File: src/rtl/tcm_dport_arbiter.sv
// Two-master arbiter for the tcm_mem data port (m0 = core, m1 = loader/debug), with in-order ack routing.
// Define TCM_ARB_RR_EN for round-robin arbitration; otherwise m0 wins every contention.
module tcm_dport_arbiter #(
    parameter int OUTSTANDING = 4,
    parameter int PTR_W       = 2
) (
    input  logic        clk_i,
    input  logic        rst_i,
    input  logic [31:0] m0_addr_i,
    input  logic [31:0] m0_data_wr_i,
    input  logic        m0_rd_i,
    input  logic [3:0]  m0_wr_i,
    input  logic        m0_cacheable_i,
    input  logic        m0_invalidate_i,
    input  logic        m0_writeback_i,
    input  logic        m0_flush_i,
    input  logic [10:0] m0_req_tag_i,
    output logic        m0_accept_o,
    output logic        m0_ack_o,
    output logic        m0_error_o,
    output logic [31:0] m0_data_rd_o,
    output logic [10:0] m0_resp_tag_o,
    input  logic [31:0] m1_addr_i,
    input  logic [31:0] m1_data_wr_i,
    input  logic        m1_rd_i,
    input  logic [3:0]  m1_wr_i,
    input  logic [10:0] m1_req_tag_i,
    output logic        m1_accept_o,
    output logic        m1_ack_o,
    output logic        m1_error_o,
    output logic [31:0] m1_data_rd_o,
    output logic [10:0] m1_resp_tag_o,
    output logic [31:0] mem_d_addr_o,
    output logic [31:0] mem_d_data_wr_o,
    output logic        mem_d_rd_o,
    output logic [3:0]  mem_d_wr_o,
    output logic        mem_d_cacheable_o,
    output logic [10:0] mem_d_req_tag_o,
    output logic        mem_d_invalidate_o,
    output logic        mem_d_writeback_o,
    output logic        mem_d_flush_o,
    input  logic        mem_d_accept_i,
    input  logic        mem_d_ack_i,
    input  logic        mem_d_error_i,
    input  logic [31:0] mem_d_data_rd_i,
    input  logic [10:0] mem_d_resp_tag_i,
    output logic        overflow_o
);

    typedef enum logic {IDLE, HOLD} state_t;

    state_t             state_reg, state_next;
    logic               hold_id_reg, hold_id_next;
    logic               m0_req, m1_req;
    logic               idle_winner;
    logic               gnt_valid, gnt_id;
    logic               present, sel_m1, m0_fwd, transfer;
    logic [PTR_W:0]     count_reg;
    logic [PTR_W-1:0]   wr_ptr_reg, rd_ptr_reg;
    logic               src_reg [OUTSTANDING];
    logic               fifo_empty, fifo_full, pop, head_id;
    logic               overflow_reg;
`ifdef TCM_ARB_RR_EN
    logic               last_grant_reg;
`endif

    assign m0_req = m0_rd_i | (|m0_wr_i) | m0_invalidate_i | m0_writeback_i | m0_flush_i;
    assign m1_req = m1_rd_i | (|m1_wr_i);

    always_comb begin
        idle_winner = 1'b0;
        if (m0_req && m1_req) begin
`ifdef TCM_ARB_RR_EN
            idle_winner = ~last_grant_reg;
`else
            idle_winner = 1'b0;
`endif
        end else if (m1_req) begin
            idle_winner = 1'b1;
        end
    end

    assign fifo_empty = (count_reg == '0);
    assign pop        = mem_d_ack_i & ~fifo_empty & ~rst_i;
    // A pop in the same cycle frees a slot, so a full FIFO can still take a push.
    assign fifo_full  = (count_reg == (PTR_W+1)'(OUTSTANDING)) & ~pop;
    assign head_id    = src_reg[rd_ptr_reg];

    always_comb begin
        state_next   = state_reg;
        hold_id_next = hold_id_reg;
        gnt_valid    = 1'b0;
        gnt_id       = 1'b0;
        case (state_reg)
            IDLE: begin
                gnt_valid = m0_req | m1_req;
                gnt_id    = idle_winner;
                if (gnt_valid && !fifo_full && !mem_d_accept_i) begin
                    state_next   = HOLD;
                    hold_id_next = idle_winner;
                end
            end
            HOLD: begin
                gnt_id    = hold_id_reg;
                gnt_valid = hold_id_reg ? m1_req : m0_req;
                if (!gnt_valid || (!fifo_full && mem_d_accept_i))
                    state_next = IDLE;
            end
            default: state_next = IDLE;
        endcase
    end

    assign present  = gnt_valid & ~fifo_full & ~rst_i;
    assign sel_m1   = gnt_valid & gnt_id;
    assign m0_fwd   = present & ~gnt_id;
    assign transfer = present & mem_d_accept_i;

    assign mem_d_addr_o       = sel_m1 ? m1_addr_i    : m0_addr_i;
    assign mem_d_data_wr_o    = sel_m1 ? m1_data_wr_i : m0_data_wr_i;
    assign mem_d_req_tag_o    = sel_m1 ? m1_req_tag_i : m0_req_tag_i;
    assign mem_d_rd_o         = present & (sel_m1 ? m1_rd_i : m0_rd_i);
    assign mem_d_wr_o         = {4{present}} & (sel_m1 ? m1_wr_i : m0_wr_i);
    // Cache maintenance belongs to the core only; m1 never drives these.
    assign mem_d_cacheable_o  = m0_fwd & m0_cacheable_i;
    assign mem_d_invalidate_o = m0_fwd & m0_invalidate_i;
    assign mem_d_writeback_o  = m0_fwd & m0_writeback_i;
    assign mem_d_flush_o      = m0_fwd & m0_flush_i;

    assign m0_accept_o   = transfer & ~gnt_id;
    assign m1_accept_o   = transfer & gnt_id;
    assign m0_ack_o      = pop & ~head_id;
    assign m1_ack_o      = pop & head_id;
    assign m0_error_o    = mem_d_error_i & m0_ack_o;
    assign m1_error_o    = mem_d_error_i & m1_ack_o;
    assign m0_data_rd_o  = mem_d_data_rd_i;
    assign m1_data_rd_o  = mem_d_data_rd_i;
    assign m0_resp_tag_o = mem_d_resp_tag_i;
    assign m1_resp_tag_o = mem_d_resp_tag_i;
    assign overflow_o    = overflow_reg;

    always_ff @(posedge clk_i) begin
        if (rst_i) begin
            state_reg    <= IDLE;
            hold_id_reg  <= 1'b0;
            overflow_reg <= 1'b0;
            count_reg    <= '0;
            wr_ptr_reg   <= '0;
            rd_ptr_reg   <= '0;
        end else begin
            state_reg   <= state_next;
            hold_id_reg <= hold_id_next;
            if (mem_d_ack_i && fifo_empty)
                overflow_reg <= 1'b1;
            if (transfer)
                wr_ptr_reg <= wr_ptr_reg + PTR_W'(1);
            if (pop)
                rd_ptr_reg <= rd_ptr_reg + PTR_W'(1);
            case ({transfer, pop})
                2'b10:   count_reg <= count_reg + (PTR_W+1)'(1);
                2'b01:   count_reg <= count_reg - (PTR_W+1)'(1);
                default: count_reg <= count_reg;
            endcase
        end
    end

    generate
        for (genvar gi = 0; gi < OUTSTANDING; gi++) begin : g_src
            always_ff @(posedge clk_i) begin
                if (rst_i)
                    src_reg[gi] <= 1'b0;
                else if (transfer && (wr_ptr_reg == PTR_W'(gi)))
                    src_reg[gi] <= gnt_id;
            end
        end
    endgenerate

`ifdef TCM_ARB_RR_EN
    always_ff @(posedge clk_i) begin
        if (rst_i)
            last_grant_reg <= 1'b1;
        else if (transfer)
            last_grant_reg <= gnt_id;
    end
`endif

endmodule

File: config.mk
export PLATFORM = sky130hd
export DESIGN_NAME = tcm_dport_arbiter
export DESIGN_NICKNAME = d
export VERILOG_FILES = /design/src/rtl/tcm_dport_arbiter.sv
export SDC_FILE = /design/constraint.sdc
export NUM_CORES = 1
export LEC_CHECK = 0
export CAP_MARGIN = 15
export CORE_AREA = 8 8 147 149
export CTS_CLUSTER_SIZE = 40
export DETAILED_ROUTE_END_ITERATION = 7
export DIE_AREA = 0 0 155 157
export GPL_TIMING_DRIVEN = 0
export PLACE_DENSITY = 0.52
export SYNTH_ARGS = -nofsm -noshare
export SYNTH_HDL_FRONTEND = slang
export SYNTH_SLANG_ARGS = --single-unit
File: constraint.sdc
create_clock -name clk_i -period 5.1 [get_ports clk_i]
set_input_delay 0.51 -clock clk_i [delete_from_list [all_inputs] [get_ports clk_i]]
set_output_delay 0.51 -clock clk_i [all_outputs]
set_load 0.005 [all_outputs]
# Word level (Yosys, flattened, before mapping)
# Memory sizes are Yosys's and may differ from the RTL's. A register that Yosys moved wholly into a read port is not among the register bits.
# Cells that the tools add are included.
dict set report word_totals {
  ramBits 4
  mem_count 1
  wordCells 107
  output_inout_bits 177
  register_bits 10
  in_bits 212
}
# name words word_bits rd rd_ports_with_merged_regs write_ports line_no
set mem_list {}
lappend mem_list {src_reg 4 1 1 1 4 60} ;# logic src_reg [OUTSTANDING];
dict set report op_classes {
  mux 34
  add_sub_neg 4
  bitwise 37
  n_eq_ne 6
  reduce_logical 19
}
# cell n
set op_table {}
lappend op_table {{$mux 32} 2}
lappend op_table {{$mux 1} 24}
lappend op_table {{$and 1x1->1} 19}
lappend op_table {{$mux 11} 1}
lappend op_table {{$or 1x1->1} 10}
lappend op_table {{$logic_and 1x1->1} 9}
lappend op_table {{$reduce_or 4->1} 2}
lappend op_table {{$not 1->1} 7}
lappend op_table {{$eq 2x2->1 const B} 3}
lappend op_table {{$pmux 1 s2} 3}
lappend op_table {{$pmux 3 s2} 1}
lappend op_table {{$add 2x1->2 const B} 2}
lappend op_table {{$and 4x4->4} 1}
lappend op_table {{$eq 2x1->1 const B} 2}
lappend op_table {{$mux 2} 2}
lappend op_table {{$mux 4} 1}
lappend op_table {{$add 3x1->3 const B} 1}
lappend op_table {{$eq 3x3->1 const B} 1}
lappend op_table {{$logic_not 1->1} 3}
lappend op_table {{$logic_not 3->1} 1}
lappend op_table {{$sub 3x1->3 const B} 1}
lappend op_table {{$logic_not 2->1} 1}
lappend op_table {{$reduce_and 2->1} 1}
lappend op_table {{$reduce_bool 2->1} 1}
lappend op_table {{$logic_or 1x1->1} 1}

# Logic depth before layout (Yosys ltp)
dict set report depth {
  ltp_word 15
  mapped_depth 11
  depth_no_buf 10
}

# Worst setup path after synthesis
# No wires, ideal clock.
dict set report synth_path {
  path_type {input to register}
  from {input m1_wr_i[0]}
  to {register count_reg[2]}
  t_arrival_ns 2.873
  path_stages 11
  slack_ns 2.157
  setup_time_ns 0.071
  n_path_buf 1
  cell_sequence {or4_4 -> nor4_2 -> nor4_1 -> buf_2 -> nand2_1 -> ha_1 -> inv_1 -> fa_1 -> xor2_1 -> or3_1 -> a21oi_1}
}
dict set report synth_between {
  elab_chain_len 9
}
# element line_no
set synth_rtl {}
lappend synth_rtl {{start: declaration} 26} ;# input logic [3:0] m1_wr_i,
lappend synth_rtl {{$reduce_or 4->1 *} 68} ;# assign m1_req = m1_rd_i | (|m1_wr_i);
lappend synth_rtl {{$or 1x1->1 *} 68}
lappend synth_rtl {{$mux 1 or $or 1x1->1 (tied branches)} {105, 96}}
lappend synth_rtl {{$pmux 1 s2 *} 94} ;# case (state_reg)
lappend synth_rtl {{$and 1x1->1 * (2 in series)} 113} ;# assign present = gnt_valid & ~fifo_full & ~rst_i;
lappend synth_rtl {{$and 1x1->1 *} 116} ;# assign transfer = present & mem_d_accept_i;
lappend synth_rtl {{$eq 2x1->1 or $eq 2x2->1 (tied branches)} 158} ;# case ({transfer, pop})
lappend synth_rtl {{$pmux 3 s2 or $reduce_bool 2->1 (tied branches)} -}
lappend synth_rtl {{end signal: assignment} 159} ;# 2'b10: count_reg <= count_reg + (PTR_W+1)'(1);
lappend synth_rtl {{end signal: assignment} 160} ;# 2'b01: count_reg <= count_reg - (PTR_W+1)'(1);
lappend synth_rtl {{end signal: assignment} 161} ;# default: count_reg <= count_reg;
lappend synth_rtl {{end: declaration} 58} ;# logic [PTR_W:0] count_reg;
# Every way passes the cells marked *; elsewhere a longest branch is shown, timed or not.
# A chain may end at the register's enable or synchronous reset.

# Final worst setup path
dict set report layout_path {
  from {input m1_wr_i[0]}
  to {output mem_d_data_wr_o[8]}
}
dict set report layout_between {
  elab_chain_len 7
}
# element line_no
set layout_rtl {}
lappend layout_rtl {{$reduce_or 4->1 *} 68}
lappend layout_rtl {{$or 1x1->1 *} 68}
lappend layout_rtl {{$mux 1 or $logic_and 1x1->1 (tied branches)} {78, 72}}
lappend layout_rtl {{$mux 1} 72} ;# if (m0_req && m1_req) begin
lappend layout_rtl {{$pmux 1 s2} 94}
lappend layout_rtl {{$and 1x1->1 *} 114} ;# assign sel_m1 = gnt_valid & gnt_id;
lappend layout_rtl {{$mux 32 *} 119} ;# assign mem_d_data_wr_o = sel_m1 ? m1_data_wr_i : m0_data_wr_i;
lappend layout_rtl {{end: declaration} 34} ;# output logic [31:0] mem_d_data_wr_o,
# Marks and branches as above.

==> metrics.cfg <==
[logic_synthesis]
syn_nets=506
avgSynthCellArea_um2=10.1
synth_seq_cells=16
synth_common_cells=buf_4, mux2_4, nor2_1
ys_types=39
syn_area_mm2=0.00292
postSynth.asyncResetShare=0
ys.warnings.count=0
yosysSeqAreaShare=0.124
synth_top_area_cell=mux2_4
synth_edf_count=4
yosysMostFrequentCell=buf_4
synth_top_cells_by_area=mux2_4, buf_4, dfxtp_1
synth_flop_cell=dfxtp_1
synth.top_cell.area_share=0.386
synthCells=288

[worst_setup_path]
path_cells=clkdlybuf4s50_1 -> or4_4 -> o21ai_4 -> buf_6 -> mux2_4 -> clkdlybuf4s50_1
cp_max_fo=10
r2r_slack_ns=2.01
cp_data_required_time_ns=4.59
worst-path-buf-inv=3
critPathArrivalTime_ns=3.09
crit_family=buffers and inverters
crit_type=in -> out
cp-end-kind=output pin
cp_slowest_cell=or4_4
critPathLaunchType=input port
cpMostUsedCell=clkdlybuf4s50_1
cp_slowest_stage_delay_ns=0.60

[timing]
finalCritPeriodShare=0.706
skew_ns=0.00198
period_needed_ns=3.60
clock.fmax_mhz=278
tightestPinTransition_ns=0.581
relSlewSlack=0.609
hold_viol=0
setup_violations=0
drv_slew=0
rsz0062_at_grt=no
tns_ns=0

[power_and_ir_drop]
power_leakage_nw=2.97
power_density_mw_per_mm2=115
vdd_ir_drop_max_v=0.000114

[global_routing]
grt_use_total=0.130
grt_antenna_before_repair=0
grt_max_degree=11
grt_pass1_wl_mm=24.1
grt_remaining_overflow=0
grt_pass1_vias=3502

[cts]
cts_root_buf=clkbuf_16
cts.clk_slew.worst_paths_ns=0.05
cts_buffer_depth=2
cts_resized=0
clock_latency_ns=0.25
cts_hold_buf=0
cts_inserted_buffers=3
cts_sinks=16
cts_setup_buffers=0
cts_tree=built
ctsHtreeMaxLevel=1

[placed_design]
place_congestion=0.895
portBuffers=345
dpl.hpwl_mm=16.0
dpl_cell_area_mm2=0.00670

[floorplan]
die-area_mm2=0.0243
initial_core_util=0.152
num_rows=51
chipHeight_um=157
core_mm2=0.0192
ios=389
fp.dieW_um=155

[route]
vias=3315
drc=0
via_per_inst=3.68
routedWlPerCell_um=19.3
first_iter_violations=93
drtPass1Iterations=4
ant_nets=0
routed_wl_mm=17.4

[layout]
fin_util=0.354
ff_latch_area_um2=360
design_area_mm2=0.00679
antenna_cells=0
fill_cells=1918
multi_input_area_mm2=0.00178
layout-drive-gt1-share=0.301
nNetsFinal=856
synthToLayoutAreaGrowth_pct=133

[run]
drv_cap=0

[worst_hold_path]
min_path_type=reg -> reg

[status]
status=finished clean

[layer usage]
layer / wire length (um) / global-route usage
met5: 0 / 0
met4: 340 / 0.0313
met3: 1340 / 0.0329
met2: 9710 / 0.264
met1: 6040 / 0.128
[cell type report]
cell class / instances / share of cell area
Inverter: 8 / 0.00442
Buffer: 97 / 0.110
Multi-Input combinational cell: 167 / 0.262
Timing Repair Buffer: 345 / 0.509
Sequential cell: 16 / 0.0531
Tap cell: 265 / 0.0488
Clock buffer: 4 / 0.0131
[path summary, 6_finish.rpt]
path / from / endpoint / cells after the start
worst max-delay path: m1_wr_i[0] / mem_d_data_wr_o[8] / 6
worst min-delay path: overflow_o / overflow_o / 2
worst max register to register: count_reg[0] / count_reg[2] / 11
worst min register to register: overflow_o / overflow_o / 2
[logic make-up after synthesis]
| logic type | after synthesis | share of synthesized area |
|---|---|---|
| AOI/OAI and AO/OA | 19 | 0.0631 |
| xor gates and xnor gates | 4 | 0.0120 |
| adders and majority gates | 6 | 0.0283 |
| buffers and inverters | 105 | 0.267 |
| DFF | 16 | 0.124 |
| muxes | 77 | 0.397 |
| and+or+nand+nor | 61 | 0.109 |
[report_power, final]
part	internal (W)	switching, W
Clock	0.000119	0.0000488
Sequential	0.000141	0.00000826
Combinational	0.000338	0.000127
Total	0.000598	0.000184
[cells in the final DEF (no fill, tap or decap), types with 2 or more instances in the layout]
cell               n
a21oi_1            4
and2_1             5
and3_1             2
buf_4             86
buf_6              8
clkbuf_1           2
clkbuf_16          3
clkdlybuf4s50_1  345
dfxtp_1           12
edfxtp_1           4
ha_1               5
inv_1              8
mux2_4            75
nand2_1           14
nand2b_1           2
nand3_1            4
nor2_1            19
nor3_1             4
o21ai_0            3
o221a_2            5
o31ai_4            2
or4_4              3
xnor2_1            2
xor2_1             2
[tightest hold or removal path: stages (launching register included)]
cell	delay (ns)
dfxtp_1	0.33
a21oi_1	0.04
nor2_1	0.07
[stage by stage]
step / setup slack, ns / instances / total power (W) / hold slack (ns)
after floorplan: 2.16 / 288 / 0.000307 / 0.460
after global placement: 1.43 / 898 / 0.000617 / 0.462
after detailed placement: 1.36 / 898 / 0.000623 / 0.465
after CTS: 1.42 / 902 / 0.000795 / 0.479
after global routing: 1.35 / 902 / 0.000823 / 0.508
final: 1.50 / 902 / 0.000783 / 0.480
Power figures use the tool's default switching activity.
